--- src/rtl/disp_scan.sv ---
// Time-multiplexed seven-segment scan driver for five digits.
// Frame-synchronous shadow capture keeps a frame tear-free.
module disp_scan #(
  parameter int DIV  = 1000,
  parameter int DEAD = 50
) (
  input  logic        clk,
  input  logic        rst_n,
  input  logic [39:0] seg_in,
  input  logic [4:0]  blank,
  input  logic        en,
  output logic [7:0]  seg_out,
  output logic [4:0]  dig_sel,
  output logic        frame_tick
);

  localparam int CW = (DIV > 2) ? $clog2(DIV) : 1;

  logic [CW-1:0] cnt;
  logic [CW-1:0] cnt_nx;
  logic [2:0]    idx;
  logic [2:0]    idx_nx;
  logic [39:0]   seg_sh;
  logic [39:0]   seg_sh_nx;
  logic [4:0]    blank_sh;
  logic [4:0]    blank_sh_nx;
  logic          load_pend;
  logic          tick;
  logic          load;
  logic [7:0]    byte_nx;
  logic          blank_bit;
  logic [4:0]    sel_oh;
  logic          dig_on;
  logic [4:0]    dig_nx;

  always_comb begin
    tick   = (cnt == CW'(DIV - 1));
    cnt_nx = tick ? '0 : cnt + 1'b1;
    idx_nx = idx;
    if (tick) begin
      idx_nx = (idx == 3'd4) ? 3'd0 : idx + 3'd1;
    end
    load        = tick && ((idx_nx == 3'd0) || load_pend);
    seg_sh_nx   = load ? seg_in : seg_sh;
    blank_sh_nx = load ? blank : blank_sh;
  end

  // Select the byte, blank bit and enable for the upcoming digit.
  always_comb begin
    byte_nx   = 8'h00;
    blank_bit = 1'b1;
    sel_oh    = 5'b00000;
    for (int i = 0; i < 5; i++) begin
      if (idx_nx == 3'(i)) begin
        byte_nx   = seg_sh_nx[8*i +: 8];
        blank_bit = blank_sh_nx[i];
        sel_oh[i] = 1'b1;
      end
    end
    dig_on = en && (cnt_nx >= CW'(DEAD)) && !blank_bit;
    dig_nx = dig_on ? ~sel_oh : 5'b11111;
  end

  always_ff @(posedge clk or negedge rst_n) begin
    if (!rst_n) begin
      cnt        <= '0;
      idx        <= 3'd0;
      seg_sh     <= 40'h0;
      blank_sh   <= 5'b11111;
      load_pend  <= 1'b1;
      seg_out    <= 8'h00;
      dig_sel    <= 5'b11111;
      frame_tick <= 1'b0;
    end else begin
      cnt        <= cnt_nx;
      idx        <= idx_nx;
      seg_sh     <= seg_sh_nx;
      blank_sh   <= blank_sh_nx;
      if (load) begin
        load_pend <= 1'b0;
      end
      seg_out    <= byte_nx;
      dig_sel    <= dig_nx;
      frame_tick <= tick && (idx_nx == 3'd0);
    end
  end

endmodule

--- config.mk ---
export PLATFORM = sky130hd
export DESIGN_NAME = disp_scan
export DESIGN_NICKNAME = d
export VERILOG_FILES = /design/src/rtl/disp_scan.sv
export SDC_FILE = /design/constraint.sdc
export NUM_CORES = 1
export LEC_CHECK = 0
export ABC_CLOCK_PERIOD_IN_PS = 2400
export CORE_UTILIZATION = 30
export DETAILED_ROUTE_END_ITERATION = 8
export GPL_TIMING_DRIVEN = 0
export SETUP_SLACK_MARGIN = 0.3
export SLEW_MARGIN = 40
export SYNTH_ARGS = -nofsm -noshare
export SYNTH_HDL_FRONTEND = slang
export SYNTH_SLANG_ARGS = --single-unit
export TNS_END_PERCENT = 20
--- constraint.sdc ---
create_clock -name clk -period 2.4 [get_ports clk]
set_input_delay 0.48 -clock clk [delete_from_list [all_inputs] [get_ports clk]]
set_output_delay 0.48 -clock clk [all_outputs]
set_load 0.1 [all_outputs]
==> results of run 1 <==
cell type report:
| class | instances | area (sq um) |
|---|---|---|
| Multi-Input combinational cell | 250 | 2160 |
| Tap cell | 172 | 215 |
| Fill cell | 1210 | 7110 |
| Clock buffer | 9 | 225 |
| Sequential cell | 73 | 1840 |
| Buffer | 22 | 193 |
| Inverter | 15 | 56.3 |
| Timing Repair Buffer | 84 | 756 |
| Clock inverter | 7 | 118 |
logic make-up after synthesis:
logic type | synth area share, %
buffers and inverters | 4.94
AND/OR/NAND/NOR | 14.6
flip-flops | 46.9
adder cells (fa/ha/maj) | 0.957
multiplexers | 16.1
AO/OA/AOI/OAI | 15.1
XOR/XNOR | 1.34
cells in the final DEF, fill, tap and decap left out, types with 3 or more instances in the layout:
cell type / count
nand2_1: 31
and3_1: 3
mux2_2: 27
o21ai_1: 10
buf_2: 15
clkbuf_16: 9
dfstp_2: 11
clkbuf_4: 4
mux2i_1: 14
buf_4: 25
dfrtp_1: 60
xor2_1: 4
mux2i_2: 8
inv_1: 12
o221ai_1: 3
buf_12: 4
a21oi_2: 4
inv_2: 3
nand3_1: 25
nand3_2: 5
a221oi_2: 13
mux2i_4: 5
buf_6: 6
o21ai_0: 10
nor2_1: 21
a21oi_1: 12
clkdlybuf4s50_1: 46
o221ai_2: 5
bufinv_16: 3
power by group through the flow:
stage / clock network, W / registers, W / logic [W]
finish: 0.00154 / 0.00123 / 0.000125
global route: 0.00164 / 0.00123 / 0.000137
CTS: 0.00158 / 0.00123 / 0.000125
detailed placement: 0 / 0.00125 / 0.000122
global placement: 0 / 0.00125 / 0.000118
floorplan: 0 / 0.00125 / 0.00000465
per-layer routing:
layer  share of wire (%)  vias to the layer above  GRT usage, %  wire length, microns
met5                   0                        -             0                     0
met4                 2.2                        0          8.21                   235
met3                 4.1                       15          4.05                   441
met2                  46                       74          24.5                  4870
met1                  48                     1577          23.1                  5100
li1                    -                     1520             -                     -
stage by stage:
step	std cells	hold WS, ps	power, W	cell area (sq um)	utilization (%)
2_1_floorplan	360	184	0.00126	3970	-
3_3_place_gp	593	471	0.00137	4800	37.9
3_5_place_dp	594	386	0.00138	4750	37.5
4_1_cts	629	23.5	0.00293	5450	43.0
5_1_grt	632	28.9	0.00301	5560	43.9
6_report	632	19.7	0.00290	5560	43.9
flip-flops by register name (all words and copies together), names as in the netlist:
register	count
load_pend	1
dig_sel	5
idx	3
seg_out	8
seg_sh	40
cnt	10
blank_sh	5
frame_tick	1
path summary, 6_finish.rpt:
| path | slack, ps | end | from |
|---|---|---|---|
| max reg2reg | -140 | seg_out[7] | idx[0] |
| min | 20 | seg_sh[7] | rst_n |
| max | -140 | seg_out[7] | idx[0] |
| max in group asynchronous | 1850 | idx[0] | rst_n |
| min in group clk | 490 | seg_sh[32] | seg_sh[32] |
| min reg2reg | 490 | seg_sh[32] | seg_sh[32] |
worst reg2reg max path, stage by stage (launching register included):
cell and delay (ps):
dfrtp_2 450, ha_2 250, a21o_1 210, a311o_1 370, buf_6 140, buf_8 140
buf_4 150, nor3_2 180, o21ai_0 90, and4_1 200, a211oi_2 250
what timing repair did:
action / CTS / global route
setup buffers: 19 / 3
resized for setup: 45 / 24
hold endpoints to repair: 0 / 0
pin swaps: 15 / 15
endpoints found under the setup margin: 55 / 49
==> results.txt, run 1 <==
GRT Util Overall -> 16.7%
Final hold violation count -> 0
Logic gate share of total power -> 4.3%
Final worst slack -> -136 ps
Final critical-path required period -> 2540 ps
Yosys reg bits -> 73
Via count -> 3186
Clock latency on the worst-skew pair -> 340 ps
Top_reg_cell synth -> dfrtp_1
Share of layout cells above drive strength 1 -> 38.7%
Synth Cell Area -> 3920 sq um
Dpl ws -> -487 ps
Core area -> 12700 sq um
Nets -> 506
Worst R2R Path Depth -> 10
Worst Path Arrival -> 2770 ps
DRT iter0 DRCs -> 196
RSZ-0062 raised after global routing -> true
Sum Neg Setup Slack -> -244 ps
Syn Area/Cell -> 10.9 sq um
Finish-stage setup viols -> 7
Yosys top cell area share -> 39.6%
Rel. slew slack -> 57.9%
CP Capture Type -> register
Fin crit share -> 106%
TritonCTS clock tree -> yes
Startpoint Class -> register
Share of total power in the clock network -> 53.1%
Port Buf Inserts -> 61
Synth unique cells -> 58
Sequential share of power -> 42.5%
Internal -> 0.00232 W
Async set or reset register ratio after synthesis -> 100%
Fmax -> 0.394 GHz
Worst slew pin tran -> 631 ps
Root buffer cell -> clkbuf_16
Routability cong. -> 0.807
Die width -> 116 microns
First-pass GRT wire length -> 16800 microns
CTS sink count -> 73
Peak VDD IR -> 0.269 mV
Syn nets -> 411
Failing checks -> negative setup slack
Clock transition at path regs -> 60 ps
WP depth -> 10
CP max stage delay -> 450 ps
CTS H-tree depth -> 3
CP Buf/Inv Count -> 3
Initial antenna violation count -> 0
Drt total wl -> 10700 microns
Vias in the first global route -> 3241
Cts bufs inserted -> 9
Cts hold-fix bufs -> 0
Number of enable flip-flop cells after synthesis -> 0
Commonest cells post-synth -> 62 x dfrtp_1, 31 x nand2_1, 27 x mux2_2, 27 x nand3_1, 26 x mux2i_1
Synth Instances -> 360
Largest net degree at the start of global routing -> 43
Bufs on Longest Clock Path -> 2
Drc violations -> 0
HP Class -> input pin to async pin
Cell family with most CP delay -> compound AO/OA/AOI/OAI gates
Sw power -> 0.000574 W
Count leader, synth -> dfrtp_1
Detailed Place HPWL -> 7480 microns
Outcome -> finished with violations
IO Count -> 62
Switch share -> 19.8%
LEAKAGE -> 2.31 nW
Area leader, netlist -> dfrtp_1
Die area -> 13500 sq um
Number of core rows -> 41
Kind of critical path -> register to register
Initial core utilization -> 31.0%
Clock skew -> 7.07 ps
Drt wl/cell -> 16.9 microns
Crit-path cells -> ha_2 -> a21o_1 -> a311o_1 -> buf_6 -> buf_8 -> buf_4 -> nor3_2 -> o21ai_0 -> and4_1 -> a211oi_2
Vias/cell -> 5.04
CP max stage cell -> dfrtp_2
Final count of pins violating max slew -> 0
Antenna viol nets, final -> 0
Sequential element share of the synthesized area -> 46.9%
Max-Cap Viols -> 0
Grt total ovfl -> 0
DR pass1 iterations -> 4
Worst-path maximum fanout -> 6
Area Growth Syn to Fin -> 41.8%
Yosys warns -> 0
Top cells by area, synth -> dfrtp_1 40%, mux2_2 7.8%, dfstp_2 7.4%
Required time of the critical path -> 2630 ps
Pwr Density -> 521 nW/um^2
Die H -> 116 microns
Ant. Diodes -> 0
Power figures use the tool's default switching activity.
==> run 2, diff against run 1 <==
--- a/config.mk
+++ b/config.mk
@@ -8,7 +8,9 @@
 export ABC_CLOCK_PERIOD_IN_PS = 2400
 export CORE_UTILIZATION = 30
 export DETAILED_ROUTE_END_ITERATION = 8
+export GPL_ROUTABILITY_DRIVEN = 0
 export GPL_TIMING_DRIVEN = 0
+export PLACE_DENSITY = 0.53
 export SETUP_SLACK_MARGIN = 0.3
 export SLEW_MARGIN = 40
 export SYNTH_ARGS = -nofsm -noshare
==> run 2 against run 1 <==
Net effect:
- the run still ends with negative setup slack left
- power is 7.5% lower
- die area stayed put
- critical path type unchanged
- critical endpoint is now dig_sel[2]
- first-iteration DRC count is 7.1% lower
==> results.txt, run 2 (same netlist as run 1, synthesis figures left out) <==
Drt wl/cell -> 17.2 microns
Share of layout cells above drive strength 1 -> 38.5%
Startpoint Class -> register
CP Capture Type -> register
Largest registers -> seg_sh x40, cnt x10, seg_out x8
Required time of the critical path -> 2660 ps
Fin crit share -> 104%
Detailed Place HPWL -> 7540 microns
RSZ-0062 raised after global routing -> true
Commonest non-fill, non-tap cell in the layout -> dfrtp_1
Most common cell on crit path -> buf_6
Kind of critical path -> register to register
Drt total wl -> 10900 microns
Crit-path cells -> inv_2 -> ha_4 -> nor4b_4 -> a311oi_4 -> buf_6 -> buf_6 -> nor2_4 -> mux2_4 -> or4b_4
Peak VDD IR -> 0.382 mV
Clock skew -> 9.36 ps
Port Buf Inserts -> 61
Cts bufs inserted -> 9
Die area -> 13500 sq um
Tot Pwr -> 0.00268 W
Area Growth Syn to Fin -> 39.7%
LEAKAGE -> 2.28 nW
Final worst slack -> -91.2 ps
Die width -> 116 microns
Pwr Density -> 489 nW/um^2
CP Buf/Inv Count -> 3
Area of placed instances -> 4760 sq um
Antenna viol nets, final -> 0
Largest Register -> seg_sh
Worst slew pin tran -> 667 ps
CP max stage delay -> 480 ps
IO Count -> 62
Rel. slew slack -> 55.5%
Max-Cap Viols -> 0
Number of core rows -> 41
HP Class -> input pin to async pin
Bufs on Longest Clock Path -> 2
Commonest cells after routing, fill and taps aside -> 60 x dfrtp_1, 46 x clkdlybuf4s50_1, 31 x nand2_1, 27 x mux2_2, 26 x nand3_1
Root buffer cell -> clkbuf_16
Fin area -> 5480 sq um
Final Non-Filler Cells -> 632
Dpl ws -> -531 ps
First-pass GRT wire length -> 17100 microns
Outcome -> finished with violations
Ant. Diodes -> 0
DRT iter0 DRCs -> 182
Final critical-path required period -> 2490 ps
DR pass1 iterations -> 4
CP max stage cell -> or4b_4
Vias/cell -> 5.07
Core area -> 12700 sq um
Failing checks -> negative setup slack
Finish-stage setup viols -> 19
CTS sink count -> 73
TritonCTS clock tree -> yes
Initial antenna violation count -> 0
Clock transition at path regs -> 60 ps
Die H -> 116 microns
Worst Path Arrival -> 2750 ps
Final hold violation count -> 0
Worst-path maximum fanout -> 5
Largest net degree at the start of global routing -> 47
Placed insts -> 594
Max FFs per register -> 40
Drc violations -> 0
Grt total ovfl -> 0
Sum Neg Setup Slack -> -795 ps
Initial core utilization -> 31.0%
Fmax -> 0.401 GHz
Via count -> 3204
Nets -> 506
CTS H-tree depth -> 3
GRT Util Overall -> 17.1%
Cell family with most CP delay -> simple AND/OR/NAND/NOR gates
Vias in the first global route -> 3172
Final count of pins violating max slew -> 0
Clock latency on the worst-skew pair -> 350 ps
## run 2: per-layer routing
layer	part of all wire [%]	wire, microns	vias to the layer above	track usage [%]
li1	-	-	1520	-
met1	48	5280	1607	24.1
met2	46	5030	67	26.2
met3	4.1	449	10	3.37
met4	1.2	130	0	5.98
met5	0	0	-	0
## run 2: layout make-up
class                   count  area, sq um
flip-flops and latches     73         1840
clock inverters             4         25.0
well taps                 172          215
inverters                  15         58.8
multi-input cells         250         2110
plain buffers              22          185
clock buffers              12          268
fillers                  1240         7190
repair buffers             84          771
## run 2: power by group
group	switching [W]	internal, W
Sequential	0	0.00123
Clock	0.000535	0.000790
Combinational	0.0000472	0.0000757
## run 2: worst reg2reg max path, delay by kind of cell, from the launching register on
kind	cells	cell delay, ps
AND/OR/NAND/NOR	3	950
flip-flops	1	460
buffers and inverters	3	370
multiplexers	1	330
adder cells (fa/ha/maj)	1	230
AO/OA/AOI/OAI	1	60
## run 2: worst paths after layout
check / cells after the start / startpoint / to / slack, ps
worst max-delay path: 9 / idx[0] / dig_sel[2] / -90
worst min-delay path: 1 / rst_n / cnt[7] / 5
worst max register to register: 9 / idx[0] / dig_sel[2] / -90
worst min register to register: 2 / seg_sh[32] / seg_sh[32] / 490
max in group asynchronous: 2 / rst_n / idx[0] / 1860
min in group clk: 2 / seg_sh[32] / seg_sh[32] / 490
## run 2: through the flow
step | util [%] | hold slack (ps)
detailed placement | 37.5 | 374
finish | 43.3 | 4.54
floorplan | - | 184
global placement | 37.9 | 470
global route | 43.3 | 22.2
CTS | 42.1 | 4.98
## run 2: what timing repair did
item	4_1_cts	5_1_grt
setup buffers	15	7
gates resized for setup	41	22
endpoints found under the setup margin	57	47
hold buffers	0	0
pin swaps	12	14
cloned	0	0
==> run 3, diff against run 2 <==
--- a/config.mk
+++ b/config.mk
@@ -12,7 +12,6 @@
 export GPL_TIMING_DRIVEN = 0
 export PLACE_DENSITY = 0.53
 export SETUP_SLACK_MARGIN = 0.3
-export SLEW_MARGIN = 40
 export SYNTH_ARGS = -nofsm -noshare
 export SYNTH_HDL_FRONTEND = slang
 export SYNTH_SLANG_ARGS = --single-unit
==> run 3 against run 2 <==
Net effect:
- the run still ends with negative setup slack left
- maximum frequency up 1.6%
- clock-buffer cell count increased by 2
- critical path depth is the same
- cell count is the same
- largest cell class unchanged
- largest power group unchanged
==> results.txt, run 3 (same netlist as run 1, synthesis figures left out) <==
Final worst slack -> -52.4 ps
Outcome -> finished with violations
CP Capture Type -> register
Startpoint Class -> register
Vias/cell -> 5.04
Failing checks -> negative setup slack
Worst Path Arrival -> 2660 ps
Bufs on Longest Clock Path -> 2
Drt wl/cell -> 17.1 microns
CTS H-tree depth -> 3
Reg2Reg Launch Point -> idx[0]
IO Count -> 62
Nets -> 506
Crit-path cells -> inv_2 -> ha_4 -> nor4b_4 -> a311oi_4 -> buf_6 -> mux2i_2 -> o221ai_2 -> a221oi_2 -> a221oi_2
Fin area -> 5570 sq um
Final critical-path required period -> 2450 ps
Commonest non-fill, non-tap cell in the layout -> dfrtp_1
CP max stage cell -> a311oi_4
RSZ-0062 raised after global routing -> true
Final hold violation count -> 0
Required time of the critical path -> 2610 ps
Clock latency on the worst-skew pair -> 340 ps
GRT Util Overall -> 17.0%
Fin crit share -> 102%
Worst R2R Path Depth -> 9
Clock skew -> 8.85 ps
Die width -> 116 microns
Share of layout cells above drive strength 1 -> 37.0%
Cts bufs inserted -> 9
Die H -> 116 microns
Max-Cap Viols -> 0
CP max stage delay -> 440 ps
LEAKAGE -> 2.32 nW
Critical R2R Capture -> seg_out[4]
Via count -> 3183
Largest net degree at the start of global routing -> 47
Vias in the first global route -> 3138
TritonCTS clock tree -> yes
Rel. slew slack -> 36.2%
Drt total wl -> 10800 microns
Commonest cells after routing, fill and taps aside -> 60 x dfrtp_1, 46 x clkdlybuf4s50_1, 31 x nand2_1, 27 x buf_4, 27 x mux2_2
Cts hold-fix bufs -> 0
Number of core rows -> 41
Fill cell count -> 1222
Final count of pins violating max slew -> 0
Area of the multi-input gates -> 2140 sq um
Detailed Place HPWL -> 7520 microns
Core area -> 12700 sq um
Register Area -> 1840 sq um
Grt total ovfl -> 0
Largest Register -> seg_sh
CP Buf/Inv Count -> 2
Flop-to-flop setup slack -> -50 ps
Largest registers -> seg_sh x40, cnt x10, seg_out x8
Fmax -> 0.408 GHz
Drc violations -> 0
Initial antenna violation count -> 0
Dpl ws -> -540 ps
Finish-stage setup viols -> 6
Peak VDD IR -> 0.313 mV
DR pass1 iterations -> 4
Kind of critical path -> register to register
Ant. Diodes -> 0
CTS sink count -> 73
Port Buf Inserts -> 61
Area of placed instances -> 4820 sq um
Die area -> 13500 sq um
Clock transition at path regs -> 60 ps
HP Class -> input pin to async pin
Root buffer cell -> clkbuf_16
Most common cell on crit path -> a221oi_2
Worst slew pin tran -> 961 ps
DRT iter0 DRCs -> 143
Initial core utilization -> 31.0%
Antenna viol nets, final -> 0
Max FFs per register -> 40
Area Growth Syn to Fin -> 41.9%
Pwr Density -> 476 nW/um^2
Cell family with most CP delay -> compound AO/OA/AOI/OAI gates
First-pass GRT wire length -> 17000 microns
Worst-path maximum fanout -> 6
[run 3: changes by cell type in the layout (fill, tap and decap cells not counted), moves of 2 or more]
cell / delta
buf_8: +2
mux2_1: -2
buf_2: -14
mux2_4: +2
clkbuf_8: +2
nor2_1: +2
buf_4: +4
clkdlybuf4s15_2: +5
dlygate4sd2_1: +9
buf_6: -4
nor2_2: -2
[run 3: how the worst max path moves through the flow]
stage | startpoint | endpoint | slack [ps] | cells after the start
floorplan | idx[0] | dig_sel[2] | 140 | 6
global placement | rst_n | idx[0] | -2160 | 1
global route | idx[0] | seg_out[7] | -140 | 11
detailed placement | cnt[0] | seg_out[7] | -540 | 9
CTS | idx[0] | seg_out[4] | -80 | 10
finish | idx[0] | seg_out[4] | -50 | 9
[run 3: cell type report]
| cell class | count | share of cell area [%] |
|---|---|---|
| multi-input cells | 250 | 38.4 |
| flip-flops and latches | 73 | 33.1 |
| repair buffers | 84 | 15.0 |
| clock buffers | 14 | 4.92 |
| well taps | 172 | 3.87 |
| plain buffers | 22 | 3.44 |
| inverters | 15 | 1.06 |
| clock inverters | 2 | 0.225 |
[run 3: metal layers]
metal	share of wire (%)	wire length, microns	track usage [%]	vias up
li1	-	-	-	1522
met1	49	5300	24.1	1581
met2	45	4870	25.6	66
met3	4.2	448	3.48	14
met4	1.5	163	6.32	0
met5	0	0	0	-
[run 3: metrics by stage]
stage,std cells,TNS [ps],power [W],hold WS [ps],util (%)
5_1_grt,632,-1100,0.00273,98.1,43.9
2_1_floorplan,360,0,0.00126,184,-
6_report,632,-130,0.00265,69.3,43.9
3_5_place_dp,594,-5620,0.00138,438,38.1
4_1_cts,625,-528,0.00268,80.8,42.3
3_3_place_gp,593,-131700,0.00137,470,37.9
[run 3: repair_timing]
action | 4_1_cts | 5_1_grt
resized for setup | 57 | 43
pin swaps | 9 | 24
setup endpoints to repair | 71 | 46
hold endpoints to repair | 0 | 0
buffers inserted | 15 | 7
[run 3: power by group]
group | total [W] | internal (W) | switching [W]
Combinational | 0.000122 | 0.0000752 | 0.0000471
Clock | 0.00129 | 0.000784 | 0.000509
Sequential | 0.00123 | 0.00123 | 0
